`config.mk`:
```
export PLATFORM = sky130hd
export DESIGN_NAME = lsu_queue
export DESIGN_NICKNAME = d
export VERILOG_FILES = /design/src/rtl/lsu_queue.sv
export SDC_FILE = /design/constraint.sdc
export NUM_CORES = 1
export LEC_CHECK = 0
export BUFFER_PORTS_ARGS = -buffer_cell sky130_fd_sc_hd__buf_2
export CORE_MARGIN = 8
export CORE_UTILIZATION = 56
export DETAILED_ROUTE_END_ITERATION = 8
export PLACE_DENSITY = 0.79
export SLEW_MARGIN = 15
export SYNTH_ARGS = -nofsm -noshare
export SYNTH_HDL_FRONTEND = slang
export SYNTH_SLANG_ARGS = --single-unit
export TNS_END_PERCENT = 10
```
`constraint.sdc`:
```
create_clock -name clk -period 3.7 [get_ports clk]
set_input_delay 0.37 -clock clk [delete_from_list [all_inputs] [get_ports clk]]
set_output_delay 0.37 -clock clk [all_outputs]
set_load 0.05 [all_outputs]
```
`src/rtl/lsu_queue.sv`:
```
// In-order load/store queue: buffers DEPTH tagged micro-ops and issues them one at a
// time over a level request / done memory port, returning single-cycle completions.
module lsu_queue #(
  parameter int ADDR_WIDTH = 32,
  parameter int DATA_WIDTH = 32,
  parameter int TAG_WIDTH  = 6,
  parameter int DEPTH      = 4
) (
  input  logic                   clk,
  input  logic                   rst,
  input  logic                   in_valid,
  output logic                   in_ready,
  input  logic                   in_ls,
  input  logic [ADDR_WIDTH-1:0]  in_addr,
  input  logic [DATA_WIDTH-1:0]  in_data,
  input  logic [TAG_WIDTH-1:0]   in_tag,
  output logic                   mem_re,
  output logic                   mem_wr,
  output logic [ADDR_WIDTH-1:0]  mem_addr,
  output logic [DATA_WIDTH-1:0]  mem_wdata,
  input  logic [DATA_WIDTH-1:0]  mem_rdata,
  input  logic                   mem_done,
  output logic                   out_valid,
  output logic                   out_ls,
  output logic [TAG_WIDTH-1:0]   out_tag,
  output logic [DATA_WIDTH-1:0]  out_data,
  output logic [$clog2(DEPTH):0] count
);
  localparam int PTR_W = $clog2(DEPTH);
  localparam int CNT_W = PTR_W + 1;

  typedef enum logic {IDLE, BUSY} state_e;

  typedef struct packed {
    logic                  ls;
    logic [ADDR_WIDTH-1:0] addr;
    logic [DATA_WIDTH-1:0] data;
    logic [TAG_WIDTH-1:0]  tag;
  } entry_t;

  entry_t entry_q [DEPTH];
  entry_t head_entry;

  state_e                 state_q,     state_d;
  logic [PTR_W-1:0]       head_q,      head_d;
  logic [PTR_W-1:0]       tail_q,      tail_d;
  logic [CNT_W-1:0]       count_q,     count_d;
  logic                   mem_re_q,    mem_re_d;
  logic                   mem_wr_q,    mem_wr_d;
  logic [ADDR_WIDTH-1:0]  mem_addr_q,  mem_addr_d;
  logic [DATA_WIDTH-1:0]  mem_wdata_q, mem_wdata_d;
  logic                   out_valid_q, out_valid_d;
  logic                   out_ls_q,    out_ls_d;
  logic [TAG_WIDTH-1:0]   out_tag_q,   out_tag_d;
  logic [DATA_WIDTH-1:0]  out_data_q,  out_data_d;

  logic push;
  logic pop;

  // A full queue refuses a push even when a completion frees a slot at the same edge.
  assign in_ready   = (count_q != CNT_W'(DEPTH));
  assign push       = in_valid && in_ready;
  assign pop        = (state_q == BUSY) && mem_done;
  assign head_entry = entry_q[head_q];

  // NOTE: queue storage has no reset; head, tail and count alone decide which entries are live.
  always_ff @(posedge clk) begin
    if (push) begin
      entry_q[tail_q] <= '{ls: in_ls, addr: in_addr, data: in_data, tag: in_tag};
    end
  end

  always_comb begin
    // NOTE: every signal gets a default before any branch, so no latch can be inferred.
    state_d     = state_q;
    head_d      = head_q;
    tail_d      = tail_q;
    count_d     = count_q;
    mem_re_d    = mem_re_q;
    mem_wr_d    = mem_wr_q;
    mem_addr_d  = mem_addr_q;
    mem_wdata_d = mem_wdata_q;
    out_valid_d = 1'b0;
    out_ls_d    = out_ls_q;
    out_tag_d   = out_tag_q;
    out_data_d  = out_data_q;

    if (push) begin
      tail_d = tail_q + PTR_W'(1);
    end

    unique case (state_q)
      IDLE: begin
        if (count_q != '0) begin
          mem_re_d    = head_entry.ls;
          mem_wr_d    = !head_entry.ls;
          mem_addr_d  = head_entry.addr;
          mem_wdata_d = head_entry.ls ? '0 : head_entry.data;
          state_d     = BUSY;
        end
      end
      BUSY: begin
        if (mem_done) begin
          mem_re_d    = 1'b0;
          mem_wr_d    = 1'b0;
          out_valid_d = 1'b1;
          out_ls_d    = head_entry.ls;
          out_tag_d   = head_entry.tag;
          out_data_d  = head_entry.ls ? mem_rdata : '0;
          head_d      = head_q + PTR_W'(1);
          state_d     = IDLE;
        end
      end
      default: state_d = IDLE;
    endcase

    unique case ({push, pop})
      2'b10:   count_d = count_q + CNT_W'(1);
      2'b01:   count_d = count_q - CNT_W'(1);
      default: count_d = count_q;
    endcase
  end

  always_ff @(posedge clk) begin
    if (rst) begin
      state_q     <= IDLE;
      head_q      <= '0;
      tail_q      <= '0;
      count_q     <= '0;
      mem_re_q    <= 1'b0;
      mem_wr_q    <= 1'b0;
      mem_addr_q  <= '0;
      mem_wdata_q <= '0;
      out_valid_q <= 1'b0;
      out_ls_q    <= 1'b0;
      out_tag_q   <= '0;
      out_data_q  <= '0;
    end else begin
      state_q     <= state_d;
      head_q      <= head_d;
      tail_q      <= tail_d;
      count_q     <= count_d;
      mem_re_q    <= mem_re_d;
      mem_wr_q    <= mem_wr_d;
      mem_addr_q  <= mem_addr_d;
      mem_wdata_q <= mem_wdata_d;
      out_valid_q <= out_valid_d;
      out_ls_q    <= out_ls_d;
      out_tag_q   <= out_tag_d;
      out_data_q  <= out_data_d;
    end
  end

  assign mem_re    = mem_re_q;
  assign mem_wr    = mem_wr_q;
  assign mem_addr  = mem_addr_q;
  assign mem_wdata = mem_wdata_q;
  assign out_valid = out_valid_q;
  assign out_ls    = out_ls_q;
  assign out_tag   = out_tag_q;
  assign out_data  = out_data_q;
  assign count     = count_q;

endmodule

```
==> results.py, run 1 <==
metrics = {
    "synthesis": {
        "ys_async_sr_fraction_pct": 0,
        "ys_ff_latch": 400,
        "yosys.cell_types.count": 30,
        "synth_top_cell_by_area": "edfxtp_1",
        "synth_edf_count": 284,
        "ys_seq_area_share_pct": 74.8,
        "syn_area_um2": 14500,
        "synth_common_cells": "edfxtp_1, dfxtp_1, mux4_2",
        "synth_warnings": 0,
        "avgSynthCellArea_um2": 17.8,
        "yosysMostFrequentCell": "edfxtp_1",
        "synth_top_cell_area_share_pct": 58.8,
        "synthTopCellsByArea": "edfxtp_1, dfxtp_1, mux4_2",
        "syn_nets": 930,
        "synthCells": 817,
        "synth_ff_type": "edfxtp_1",
    },
    "setup_path": {
        "rr_endpoint": "count[2]$_SDFFE_PP0P_",
        "start_kind": "flip-flop",
        "criticalPathCategory": "flip-flop to flip-flop",
        "crit_fanout": 10,
        "crit_arrival_ps": 2830,
        "crit_chain": "or3b_2 > nand2_1 > ha_1 > inv_1 > fa_1 > xor2_1 > or3_1 > a21oi_1",
        "max_stage_delay_ps": 590,
        "cp-end-kind": "flip-flop",
        "rrSetupSlack_ps": 1310,
        "cp.required_ps": 4140,
        "timing.rr.start": "count[2]$_SDFFE_PP0P_",
        "slowest_stage": "or3b_2",
        "worst-r2r-cell-count": 8,
    },
    "place": {
        "place_congestion": 0.791,
        "place_hpwl_um": 17600,
        "portBuffers": 216,
        "place_ws_ps": 1330,
        "dp_cells": 1321,
    },
    "timing": {
        "finalSetupTns_ps": 0,
        "worst_slack_ps": 1310,
        "min_period_ps": 2390,
        "hold_slack_ps": 59.7,
        "hold_viol": 0,
        "rsz0062_at_grt": "no",
        "skew_ps": 8.78,
        "timing.fmax_mhz": 419,
        "period_share_pct": 64.5,
        "slew_headroom_pct": 26.2,
        "max_slew.worst_pin.slew_ps": 1110,
        "slew_violations": 0,
        "setup_viol": 0,
    },
    "run": {
        "maxCapViolCount": 0,
    },
    "clock_tree": {
        "postCtsSetupBuffers": 0,
        "cts-buffers-inserted": 41,
        "cts_tree": "built",
        "cts_hold_buffers": 0,
        "cts_sinks": 400,
        "cts_max_level": 2,
        "cts_root_buf": "clkbuf_16",
        "clk_pin_slew_ps": 60,
        "cts.path.max_buffers": 3,
        "cts_resized": 0,
        "clk_latency_ps": 520,
    },
    "floorplan": {
        "io-pin-count": 217,
        "initial_core_util_pct": 56.3,
        "rows": 59,
        "die-area_um2": 31300,
        "core_area_um2": 25800,
        "die_w_um": 177,
        "die_y_um": 177,
    },
    "power": {
        "power_density_nw_per_um2": 756,
        "p_leak_uw": 0.00625,
        "peakVddDrop_uv": 507,
    },
    "route": {
        "drt_wl_total_um": 31100,
        "ant_nets": 0,
        "first_pass_iters": 4,
        "drt_iter0_markers": 531,
        "viasPerCell": 5.76,
        "vias": 8057,
        "drcViolationCount": 0,
        "wire_per_inst_um": 22.2,
    },
    "global_route": {
        "grt_max_degree": 72,
        "grt_pass1_wl_um": 47600,
        "grt_pass1_vias": 8340,
        "grt_overflow": 0,
        "grtUsageTotal_pct": 19.7,
        "antenna_found_initial": 7,
    },
    "layout": {
        "multi_input_area_um2": 3390,
        "syn2layout_area_growth_pct": 19.5,
        "n_fill_cell": 1696,
        "seqCellArea_um2": 10900,
        "final_cells": 1400,
        "nets": 1142,
        "layout-drive-gt1-share_pct": 35.2,
    },
    "hold_path": {
        "hold_depth": 1,
        "min_to": "entry_q[2][39]$_DFFE_PP_",
        "holdCritPathClass": "primary input to flip-flop",
        "min_from": "in_addr[1]",
    },
    "status": {
        "status": "finished clean",
    },
}
metrics by stage:
step | total power (uW) | instance area [um2] | util [%]
floorplan | 8080 | 14500 | -
global placement | 8950 | 15900 | 61.9
detailed placement | 9020 | 15900 | 61.9
CTS | 13200 | 17300 | 67.3
global route | 13600 | 17300 | 67.3
finish | 13100 | 17300 | 67.3
area by class of cell:
| type | count | area share (%) |
|---|---|---|
| diodes | 3 | 0.0433 |
| clock buffers | 53 | 6.56 |
| clock inverters | 23 | 1.52 |
| inverters | 7 | 0.152 |
| multi-input cells | 350 | 19.5 |
| flip-flops and latches | 400 | 62.6 |
| well taps | 335 | 2.42 |
| repair buffers | 229 | 7.16 |
where the power goes:
group | switching, uW | total, uW | internal, uW
registers | 233 | 5560 | 5330
clock network | 1620 | 4200 | 2590
logic | 2370 | 3350 | 978
total | 4220 | 13100 | 8890
kinds of logic after synthesis:
kind of cell / share of synthesized area [%]
AOI/OAI and AO/OA: 6.47
xor gates and xnor gates: 0.241
adders and majority gates: 0.569
buffers and inverters: 2.14
DFF: 74.8
muxes: 11.0
and+or+nand+nor: 4.79
worst max-delay path by stage:
stage                                from                       to  slack [ps]  cells after the start
CTS                 count[2]$_SDFFE_PP0P_    count[2]$_SDFFE_PP0P_        1310                      8
global route        count[2]$_SDFFE_PP0P_    count[2]$_SDFFE_PP0P_        1190                      8
detailed placement  count[2]$_SDFFE_PP0P_    count[2]$_SDFFE_PP0P_        1330                      8
global placement    count[2]$_SDFFE_PP0P_    count[2]$_SDFFE_PP0P_        1390                      8
floorplan           count[0]$_SDFFE_PP0P_  entry_q[1][0]$_DFFE_PP_         -70                      3
finish              count[2]$_SDFFE_PP0P_    count[2]$_SDFFE_PP0P_        1310                      8
state kept, by name, indices dropped and copies added, names as in the netlist, 2 cells and up, named ones only:
name and count:
head_q 2, mem_addr 32, mem_wdata 32, count 3, out_data 32, entry_q 284
tail_q 2, out_tag 6
routing by layer:
metal	track usage [%]	routed length, um
met3	4.84	2240
met4	7.22	893
met1	24.8	12500
met5	0	46
met2	32.9	15500
cells in the final DEF (no fill, tap or decap), types with 3 or more instances in the layout:
cell,Yosys,routed
a21o_1,3,3
mux4_2,71,71
o21ai_0,34,34
inv_1,6,6
nor2_1,7,6
a21oi_1,38,37
diode_2,0,3
clkbuf_16,0,43
clkinv_2,0,8
clkbuf_1,44,7
bufinv_16,0,6
xor2_1,4,4
buf_12,0,5
and3_4,0,4
buf_4,5,8
edfxtp_1,284,284
o22ai_1,32,32
or3_1,4,4
clkinv_1,1,8
dfxtp_1,116,113
a22o_1,38,38
ha_1,5,5
nand2b_1,64,64
buf_2,2,216
nand3_1,36,36
worst max-delay path: cells and delay by family, from the launching register on:
family,cells,cell delay (ps)
AOI/OAI and AO/OA,1,140
buffers and inverters,1,60
xor gates and xnor gates,1,160
adders and majority gates,2,550
DFF,1,400
and+or+nand+nor,3,1000
Note: power is estimated with default switching activity, not from simulation.
==> run 2, diff against run 1 <==
- ABC_AREA: default -> 1
- CORE_UTILIZATION: 56 -> 51
- PLACE_DENSITY: 0.79 -> 0.75
- clock period: 3.7 -> 2.16 ns (I/O delays scaled with it)
==> results.py, run 2 <==
metrics = {
    "layout": {
        "layout-drive-gt1-share_pct": 18.2,
        "nets": 1861,
        "layout_common_cells": "nand2_1, edfxtp_1, buf_2, nor2_1, nand3_1",
        "largest_reg_flops": 284,
        "top_register": "entry_q",
        "syn2layout_area_growth_pct": 25.5,
        "mostFrequentLayoutCell": "nand2_1",
        "final_cells": 2175,
        "final_cell_area_um2": 19300,
    },
    "clock_tree": {
        "cts_resized": 0,
        "postCtsSetupBuffers": 0,
        "cts_hold_buffers": 104,
        "cts_root_buf": "clkbuf_16",
        "cts_sinks": 400,
        "clk_latency_ps": 520,
        "cts.path.max_buffers": 3,
        "clk_pin_slew_ps": 60,
        "cts_max_level": 2,
        "cts-buffers-inserted": 41,
        "cts_tree": "built",
    },
    "synthesis": {
        "ys_async_sr_fraction_pct": 0,
        "synth_top_cell_area_share_pct": 55.5,
        "synth_ff_type": "edfxtp_1",
        "avgSynthCellArea_um2": 10.7,
        "synth_top_cell_by_area": "edfxtp_1",
        "syn_area_um2": 15400,
        "synthCells": 1438,
        "yosys.cell_types.count": 23,
        "syn_nets": 1551,
        "ys_ff_latch": 400,
        "yosysMostFrequentCell": "nand2_1",
        "synthTopCellsByArea": "edfxtp_1, dfxtp_1, nand2_1",
        "synth_edf_count": 284,
        "synth_common_cells": "nand2_1, edfxtp_1, nor2_1",
        "ys_seq_area_share_pct": 70.6,
        "synth_warnings": 0,
    },
    "global_route": {
        "gr-usage-met1_pct": 23.7,
        "met2_usage_pct": 34.5,
        "grt_max_degree": 81,
        "grt_util_met3_pct": 4.10,
        "grt_overflow": 0,
        "grtUsageTotal_pct": 19.6,
        "grt_pass1_vias": 11100,
        "antenna_found_initial": 4,
        "gr-max-usage-layer": "met2",
        "grt_pass1_wl_um": 57100,
    },
    "floorplan": {
        "die-area_um2": 35900,
        "rows": 63,
        "core_area_um2": 29600,
        "die_y_um": 190,
        "initial_core_util_pct": 51.8,
        "io-pin-count": 217,
        "die_w_um": 190,
    },
    "route": {
        "drt_iter0_markers": 731,
        "drt_wl_total_um": 35900,
        "wire_per_inst_um": 16.5,
        "vias": 11000,
        "viasPerCell": 5.06,
        "drcViolationCount": 0,
        "first_pass_iters": 6,
        "ant_nets": 0,
    },
    "timing": {
        "hold_viol": 0,
        "slew_headroom_pct": 62.4,
        "rsz0062_at_grt": "no",
        "period_share_pct": 90.7,
        "timing.fmax_mhz": 510,
        "skew_ps": 15.0,
        "min_period_ps": 1960,
        "slew_violations": 0,
        "setup_viol": 0,
        "max_slew.worst_pin.slew_ps": 563,
    },
    "setup_path": {
        "cpMostUsedCell": "nand2_8",
        "crit_family": "simple AND/OR/NAND/NOR gates",
        "start_kind": "flip-flop",
        "criticalPathCategory": "flip-flop to flip-flop",
        "crit_chain": "nor2_4 > nand2_8 > nand2_8 > ha_1 > inv_1 > fa_1 > or2_2 > nand2_1 > o21ai_0 > a21oi_1",
        "crit_fanout": 9,
        "cp.required_ps": 2600,
        "path_buf_inv": 1,
        "slowest_stage": "fa_1",
        "crit_arrival_ps": 2400,
        "cp-end-kind": "flip-flop",
        "max_stage_delay_ps": 370,
    },
    "power": {
        "power_density_nw_per_um2": 1030,
        "p_leak_uw": 0.00816,
        "peakVddDrop_uv": 861,
        "power.total_uw": 19900,
    },
    "hold_path": {
        "holdCritPathClass": "primary input to flip-flop",
    },
    "place": {
        "place_hpwl_um": 21600,
        "portBuffers": 216,
        "dpl_cell_area_um2": 16900,
        "place_congestion": 0.764,
        "dp_cells": 1991,
    },
    "run": {
        "maxCapViolCount": 0,
    },
    "status": {
        "status": "finished clean",
    },
}
[run 2: changes by cell type after synthesis, moves of 42 or more]
cell / previous run / this run
inv_1: 6 / 142
mux4_2: 71 / 0
nand2_1: 2 / 303
nand2b_1: 64 / 0
nand3_1: 36 / 146
nor2_1: 7 / 171
o21ai_0: 34 / 76
o21ai_1: 0 / 61
[run 2: worst paths after layout]
kind	from	end	slack, ps	cells past startpoint
setup reg to reg	count[0]$_SDFFE_PP0P_	count[2]$_SDFFE_PP0P_	200	10
setup / recovery	count[0]$_SDFFE_PP0P_	count[2]$_SDFFE_PP0P_	200	10
hold / removal	mem_done	mem_wr$_SDFFE_PP0P_	70	4
hold reg to reg	out_data[7]$_SDFFE_PP0P_	out_data[7]$_SDFFE_PP0P_	450	2
[run 2: kinds of logic (layout without fill, tap and decap cells)]
logic type                 Yosys count  in the layout  synth area share [%]
adders and majority gates            6              6                 0.538
buffers and inverters              227            570                  6.41
AOI/OAI and AO/OA                  180            180                  5.87
and+or+nand+nor                    624            624                  16.5
other                                0              4                     0
DFF                                400            400                  70.6
xor gates and xnor gates             1              1                0.0570
[run 2: per-layer routing]
metal  routed length [um]  part of all wire [%]
met3                 2370                   6.6
met1                14400                    40
met5                   26                 0.073
met4                 1000                   2.8
met2                18000                    50
[run 2: worst min-delay path, cell delays in order]
cell     delay [ps]
buf_2            80
nand2_1          80
nand3_1         100
a21oi_1          60
[run 2: cell type report]
class / count / area [um2]
fill: 2260 / 10300
sequential: 400 / 10900
clock inverter: 14 / 129
timing repair buffer: 348 / 2460
clock buffer: 62 / 1190
multi-input combinational: 811 / 3600
antenna: 4 / 10.0
inverter: 146 / 552
tap: 390 / 488
[run 2: power by group]
group          switching [uW]  internal (uW)
registers                 250           8880
clock network            2760           4050
logic                    2920           1040
total                    5930          14000
[run 2: stage by stage]
stage	setup TNS, ps	hold WS (ps)	utilization [%]	setup WS (ps)
after global routing	0	66.4	65.1	76.1
after detailed placement	0	432	57.1	206
after CTS	0	51.9	65.0	184
final	0	68.1	65.1	201
after floorplan	-18870	315	-	-82.6
after global placement	0	425	57.1	209
